--- src/rtl/instr_fetch_queue.sv ---
// Fetch stage: owns the fetch PC, issues instruction-memory reads and buffers
// returned instructions (tagged with their PC) in a small prefetch queue for decode.
module instr_fetch_queue #(
    parameter int          DEPTH    = 4,
    parameter logic [15:0] RESET_PC = 16'h0000
) (
    input  logic                       clk,
    input  logic                       rst_n,
    output logic [15:0]                im_addr,
    output logic                       im_rd_en,
    input  logic [16:0]                im_instr,
    input  logic                       redirect,
    input  logic [15:0]                redirect_pc,
    input  logic                       halt,
    input  logic                       deq,
    output logic [16:0]                instr_out,
    output logic [15:0]                instr_pc,
    output logic                       instr_vld,
    output logic [$clog2(DEPTH):0]     q_count
);

    localparam int AW = $clog2(DEPTH);
    localparam int CW = AW + 1;

    localparam logic [1:0] ST_BOOT  = 2'd0;
    localparam logic [1:0] ST_FETCH = 2'd1;
    localparam logic [1:0] ST_HALT  = 2'd2;

    logic [1:0]    state;
    logic [1:0]    state_next;
    logic [15:0]   fetch_pc;
    logic [AW-1:0] wr_ptr;
    logic [AW-1:0] rd_ptr;
    logic [CW-1:0] count;
    logic          full;
    logic          push;
    logic          pop;

    logic [16:0]   q_instr [DEPTH];
    logic [15:0]   q_pc    [DEPTH];

    // Decode handshake: instr_vld means the head entry is valid; decode asserts
    // deq in a cycle where instr_vld=1 to consume it on the next posedge.
    // deq while empty, or in a redirect cycle, is ignored.
    assign full     = (count == CW'(DEPTH));
    assign im_rd_en = (state == ST_FETCH) && !full && !redirect && !halt;
    assign push     = im_rd_en;
    assign pop      = deq && (count != '0) && !redirect;

    always_comb begin
        state_next = state;
        case (state)
            ST_BOOT:  state_next = halt ? ST_HALT : ST_FETCH;
            ST_FETCH: state_next = halt ? ST_HALT : ST_FETCH;
            ST_HALT:  state_next = halt ? ST_HALT : ST_FETCH;
            default:  state_next = ST_BOOT;
        endcase
    end

    always_ff @(posedge clk or negedge rst_n) begin
        if (!rst_n) begin
            state    <= ST_BOOT;
            fetch_pc <= RESET_PC;
            wr_ptr   <= '0;
            rd_ptr   <= '0;
            count    <= '0;
        end else begin
            state <= state_next;
            if (redirect) begin
                // Flush wins over any same-cycle dequeue; no push is possible here.
                fetch_pc <= redirect_pc;
                wr_ptr   <= '0;
                rd_ptr   <= '0;
                count    <= '0;
            end else begin
                if (push) begin
                    wr_ptr   <= wr_ptr + 1'b1;
                    fetch_pc <= fetch_pc + 16'd1;
                end
                if (pop) begin
                    rd_ptr <= rd_ptr + 1'b1;
                end
                case ({push, pop})
                    2'b10:   count <= count + 1'b1;
                    2'b01:   count <= count - 1'b1;
                    default: count <= count;
                endcase
            end
        end
    end

    // Memory data arrives on the negedge of the issue cycle, so it is stable here.
    always_ff @(posedge clk) begin
        if (push) begin
            q_instr[wr_ptr] <= im_instr;
            q_pc[wr_ptr]    <= fetch_pc;
        end
    end

    assign im_addr   = fetch_pc;
    assign instr_vld = (count != '0);
    assign instr_out = instr_vld ? q_instr[rd_ptr] : '0;
    assign instr_pc  = instr_vld ? q_pc[rd_ptr]    : '0;
    assign q_count   = count;

endmodule

--- config.mk ---
export PLATFORM = sky130hd
export DESIGN_NAME = instr_fetch_queue
export DESIGN_NICKNAME = d
export VERILOG_FILES = /design/src/rtl/instr_fetch_queue.sv
export SDC_FILE = /design/constraint.sdc
export NUM_CORES = 1
export LEC_CHECK = 0
export ABC_AREA = 1
export CAP_MARGIN = 20
export CORE_MARGIN = 2
export CORE_UTILIZATION = 40
export CTS_CLUSTER_DIAMETER = 50
export DETAILED_ROUTE_END_ITERATION = 8
export GPL_TIMING_DRIVEN = 0
export PLACE_DENSITY = 0.71
export SYNTH_ARGS = -nofsm -noshare
export SYNTH_HDL_FRONTEND = slang
export SYNTH_SLANG_ARGS = --single-unit
--- constraint.sdc ---
create_clock -name clk -period 5.6 [get_ports clk]
set_input_delay 1.4 -clock clk [delete_from_list [all_inputs] [get_ports clk]]
set_output_delay 1.4 -clock clk [all_outputs]
set_load 0.01 [all_outputs]
==> results list <==
- Relative to the synthesized area, the layout overhead comes to 28.6%.
- Number of register bits inferred by synthesis: about 160
- The analysis attributes to cell leakage a power of approximately 3.2 nW.
- On the final layout, the worst clock skew is 0.0117 ns.
- Clock transition at the register clock pins on the worst setup and hold paths after CTS: roughly 0.06 ns
* Met3 Usage GRT: 0.0442
* Fmax achieved: between 200 and 250 MHz
- Across every metal layer, demand over resource in global routing totals 0.177.
- In this run the count of I/O pins placed on the die edge is 92.
* Max H-tree Level: 4
- Most area-consuming cells after synthesis: sky130_fd_sc_hd__edfxtp_1, sky130_fd_sc_hd__dfrtp_1, sky130_fd_sc_hd__nor2_1
- For the pin with the worst max-slew slack, the measured transition is 0.641 ns.
* M2 GR Usage: 0.296
* Floorplan core area: around 0.017 mm^2
- Worst path arrival time: about 3.1 ns
* Hold Crit Start: state[0]
- After routing, the total negative slack on setup checks comes to 0 ns.
* Setup slack after placement: 1.05 ns
* Fraction of synthesis flops using an asynchronous set or reset pin: 0.159
* Period Utilization, post-route: 0.809
- Hold is met by between 0.4 and 0.5 ns.
* Type of destination of the critical path: output port
* Areal power density over the cells: roughly 310 mW/mm^2
- Measured on the finished design, the core utilization comes to 0.525.
- The first global-routing pass estimated ~24000 um of wire.
* Most frequent cells after synthesis: sky130_fd_sc_hd__nor2_1, sky130_fd_sc_hd__edfxtp_1, sky130_fd_sc_hd__o21ai_0, sky130_fd_sc_hd__nand2_1, sky130_fd_sc_hd__a21oi_1
- GRT busiest layer: met2
- Fin. Hold Viols: 0
- Maximum number of pins on one net before global-route repair: 25
* Fin crit period: around 4.5 ns
- Endpoints failing setup: 0
- Sum of net half-perimeters after detailed placement: approximately 10000 um
* Final routed wirelength across all metal layers: between 15000 and 20000 um
- The detail route stage leaves a number of antenna-violating nets equal to 0.
- Remaining global-route overflow: 0
- Deepest clock path buffer count: 2
- Rows: between 40 and 50
* Syn Inst Count: 614
- After synthesis, the netlist uses 31 different library cells.
* Post-Layout Inst Area: between 0.008 and 0.009 mm^2
- Count of input and output buffers: a little over 90
- The placed instances occupy a cell area of 0.00808 mm^2.
- CP Data Required Time: around 4.2 ns
- Routability-driven placement finished with a final weighted congestion of about 0.83.
- Synth Net Count: approximately 660
- The number of slew-limit violations in the final report came to 0.
* Worst slew margin relative to its limit: 0.572
- Post-synthesis instance area: just under 0.007 mm^2
* Nets: 773
- Flip-flop cell with the highest count after synthesis: sky130_fd_sc_hd__edfxtp_1
- Of the post-synthesis cell area, the dominant cell type holds 0.587.
* Antenna violations before repair: 0
* Clock sink count: roughly 160
- The largest total area in the synthesized netlist belongs to sky130_fd_sc_hd__edfxtp_1.
- TritonRoute pass-1 iters: 6
- For this run, global-route usage on met1 was measured as 0.222.
* Maxcap violations: 0
* Die boundary height: around 130 um
* Antenna diode count: 0
* Non-Filler Instances: 962
- Buffers added to address setup during post-CTS repair amount to 0.
- The initial utilization of the core area, before any placement, comes to 0.408.
- Largest driver fanout on the critical path: 10
- Number of enable-type register cells in the synthesized netlist: 132
- Routed wirelength normalized by instance count: about 16 um
- Clk_lat worst skew: between 0.4 and 0.5 ns
- By instance count, the leading cell after synthesis is sky130_fd_sc_hd__nor2_1.
* Hold Buf Count CTS: 0
- In this run, placement finished with an instance count of between 900 and 1000.
- The critical path starts at redirect.
* Iteration-0 DRC Markers: 239
- Of the synthesized area, sequential elements account for 0.680.
- Setup repair after global routing left no endpoint under its margin.
- The flow ran to the end, and the final reports show no timing, DRC or antenna violations.
* Worst ir drop on vdd: approximately 220 uV
* Worst reg2reg startpoint: q_count[0]
- TritonCTS built the clock tree.
- After layout, the worst setup slack is ~1.1 ns.
* Share of final-layout standard cells stronger than drive strength 1: 0.109
- Critical setup path kind: in -> out
- Clock buffer count from CTS: 17
- Sort of element at the start of the critical path: primary input
- Count of synthesis-stage warnings from yosys: 0
* Final routed DRC violation total: 0
- Number of global-route vias before repair: approximately 4600
- Area of the die: about 0.018 mm^2
* Total power draw: 2.70 mW
- Post_cts resized: 0
* Average vias per placed instance: 4.92
- Path class of the lowest-slack min-delay path: reg -> reg
* Per-instance average area after synthesis: roughly 11 um^2
- Detailed routing inserted a total of between 4000 and 5000 vias.
- The tree is rooted in a sky130_fd_sc_hd__clkbuf_16.
* Chip Width: 134 um
[critical path, stage by stage]
cell and delay (ns):
sky130_fd_sc_hd__clkdlybuf4s50_1 0.44, sky130_fd_sc_hd__inv_2 0.15, sky130_fd_sc_hd__nand2_1 0.11, sky130_fd_sc_hd__nor2_4 0.12, sky130_fd_sc_hd__nand2_4 0.09, sky130_fd_sc_hd__inv_2 0.11, sky130_fd_sc_hd__buf_6 0.16, sky130_fd_sc_hd__clkdlybuf4s50_1 0.55
[report_power, final]
part	switching (mW)	leakage [nW]	internal, mW	total, mW
sequential	0.0357	1.51	1.30	1.34
combinational	0.118	1.41	0.103	0.221
clock	0.448	0.290	0.700	1.15
[registers in the layout (all words and copies together), names as in the netlist]
| register | flops |
|---|---|
| q_instr | 68 |
| q_count | 3 |
| im_addr | 16 |
| q_pc | 64 |
| rd_ptr | 2 |
| wr_ptr | 2 |
| state | 2 |
[routing by layer]
metal  share of wire  vias to the layer above
met5               0                        -
met4           0.018                        0
met3           0.063                       25
met2            0.50                      164
met1            0.42                     2215
li1                -                     2328
[placed cells by master (no fill, tap or decap), types with 2 or more instances in the layout]
master                            netlist  layout
sky130_fd_sc_hd__o21ai_2                5       5
sky130_fd_sc_hd__buf_2                 10      10
sky130_fd_sc_hd__clkinv_2               0       2
sky130_fd_sc_hd__inv_1                 36      36
sky130_fd_sc_hd__dfrtp_1               25      25
sky130_fd_sc_hd__clkdlybuf4s50_1        0      91
sky130_fd_sc_hd__nor2_4                 2       6
sky130_fd_sc_hd__nor3_1                 2       2
sky130_fd_sc_hd__inv_2                  3       3
sky130_fd_sc_hd__o211ai_1               6       6
sky130_fd_sc_hd__nand2_1               66      66
sky130_fd_sc_hd__nor2_2                 3       3
sky130_fd_sc_hd__clkbuf_16              0      17
sky130_fd_sc_hd__xor2_1                 4       4
sky130_fd_sc_hd__a21oi_1               37      37
sky130_fd_sc_hd__nand2_2                3       3
sky130_fd_sc_hd__buf_16                 0       2
sky130_fd_sc_hd__buf_6                  3       3
sky130_fd_sc_hd__clkinv_4               0       4
sky130_fd_sc_hd__nand3_1               24      24
sky130_fd_sc_hd__o21ai_1                7       7
sky130_fd_sc_hd__edfxtp_1             132     132
sky130_fd_sc_hd__buf_12                 0       3
sky130_fd_sc_hd__clkbuf_2               2       2
sky130_fd_sc_hd__nor2_1               145     141
sky130_fd_sc_hd__ha_1                   5       5
sky130_fd_sc_hd__nand2_4                3       3
sky130_fd_sc_hd__clkbuf_1               9      10
sky130_fd_sc_hd__clkinv_1               0       2
sky130_fd_sc_hd__buf_4                  5       5
sky130_fd_sc_hd__bufinv_16              0       3
sky130_fd_sc_hd__inv_6                  0       2
sky130_fd_sc_hd__o21ai_0               70      70
[kinds of logic after synthesis]
group | Yosys count | share of synthesized area
AND/OR/NAND/NOR | 250 | 0.153
buffers and inverters | 69 | 0.0467
AO/OA/AOI/OAI | 127 | 0.101
adder cells (fa/ha/maj) | 6 | 0.0122
XOR/XNOR | 5 | 0.00649
flip-flops | 157 | 0.680
[final timing paths]
check	slack (ns)	depth (start not counted)	end
hold reg to reg	0.48	1	state[0]
setup / recovery	1.07	8	im_rd_en
max in group asynchronous	3.75	2	wr_ptr[1]
setup reg to reg	3.52	13	q_count[2]
min in group asynchronous	1.35	1	q_count[2]
hold / removal	0.48	1	state[0]
[final cells by class]
| cell class | count | area [um^2] |
|---|---|---|
| fillers | 1394 | 7850 |
| flip-flops and latches | 157 | 4590 |
| multi-input cells | 388 | 1870 |
| repair buffers | 96 | 1030 |
| clock buffers | 18 | 429 |
| well taps | 220 | 275 |
| plain buffers | 30 | 169 |
| clock inverters | 14 | 168 |
| inverters | 39 | 146 |
No activity file was read; power rests on OpenSTA's default activity.
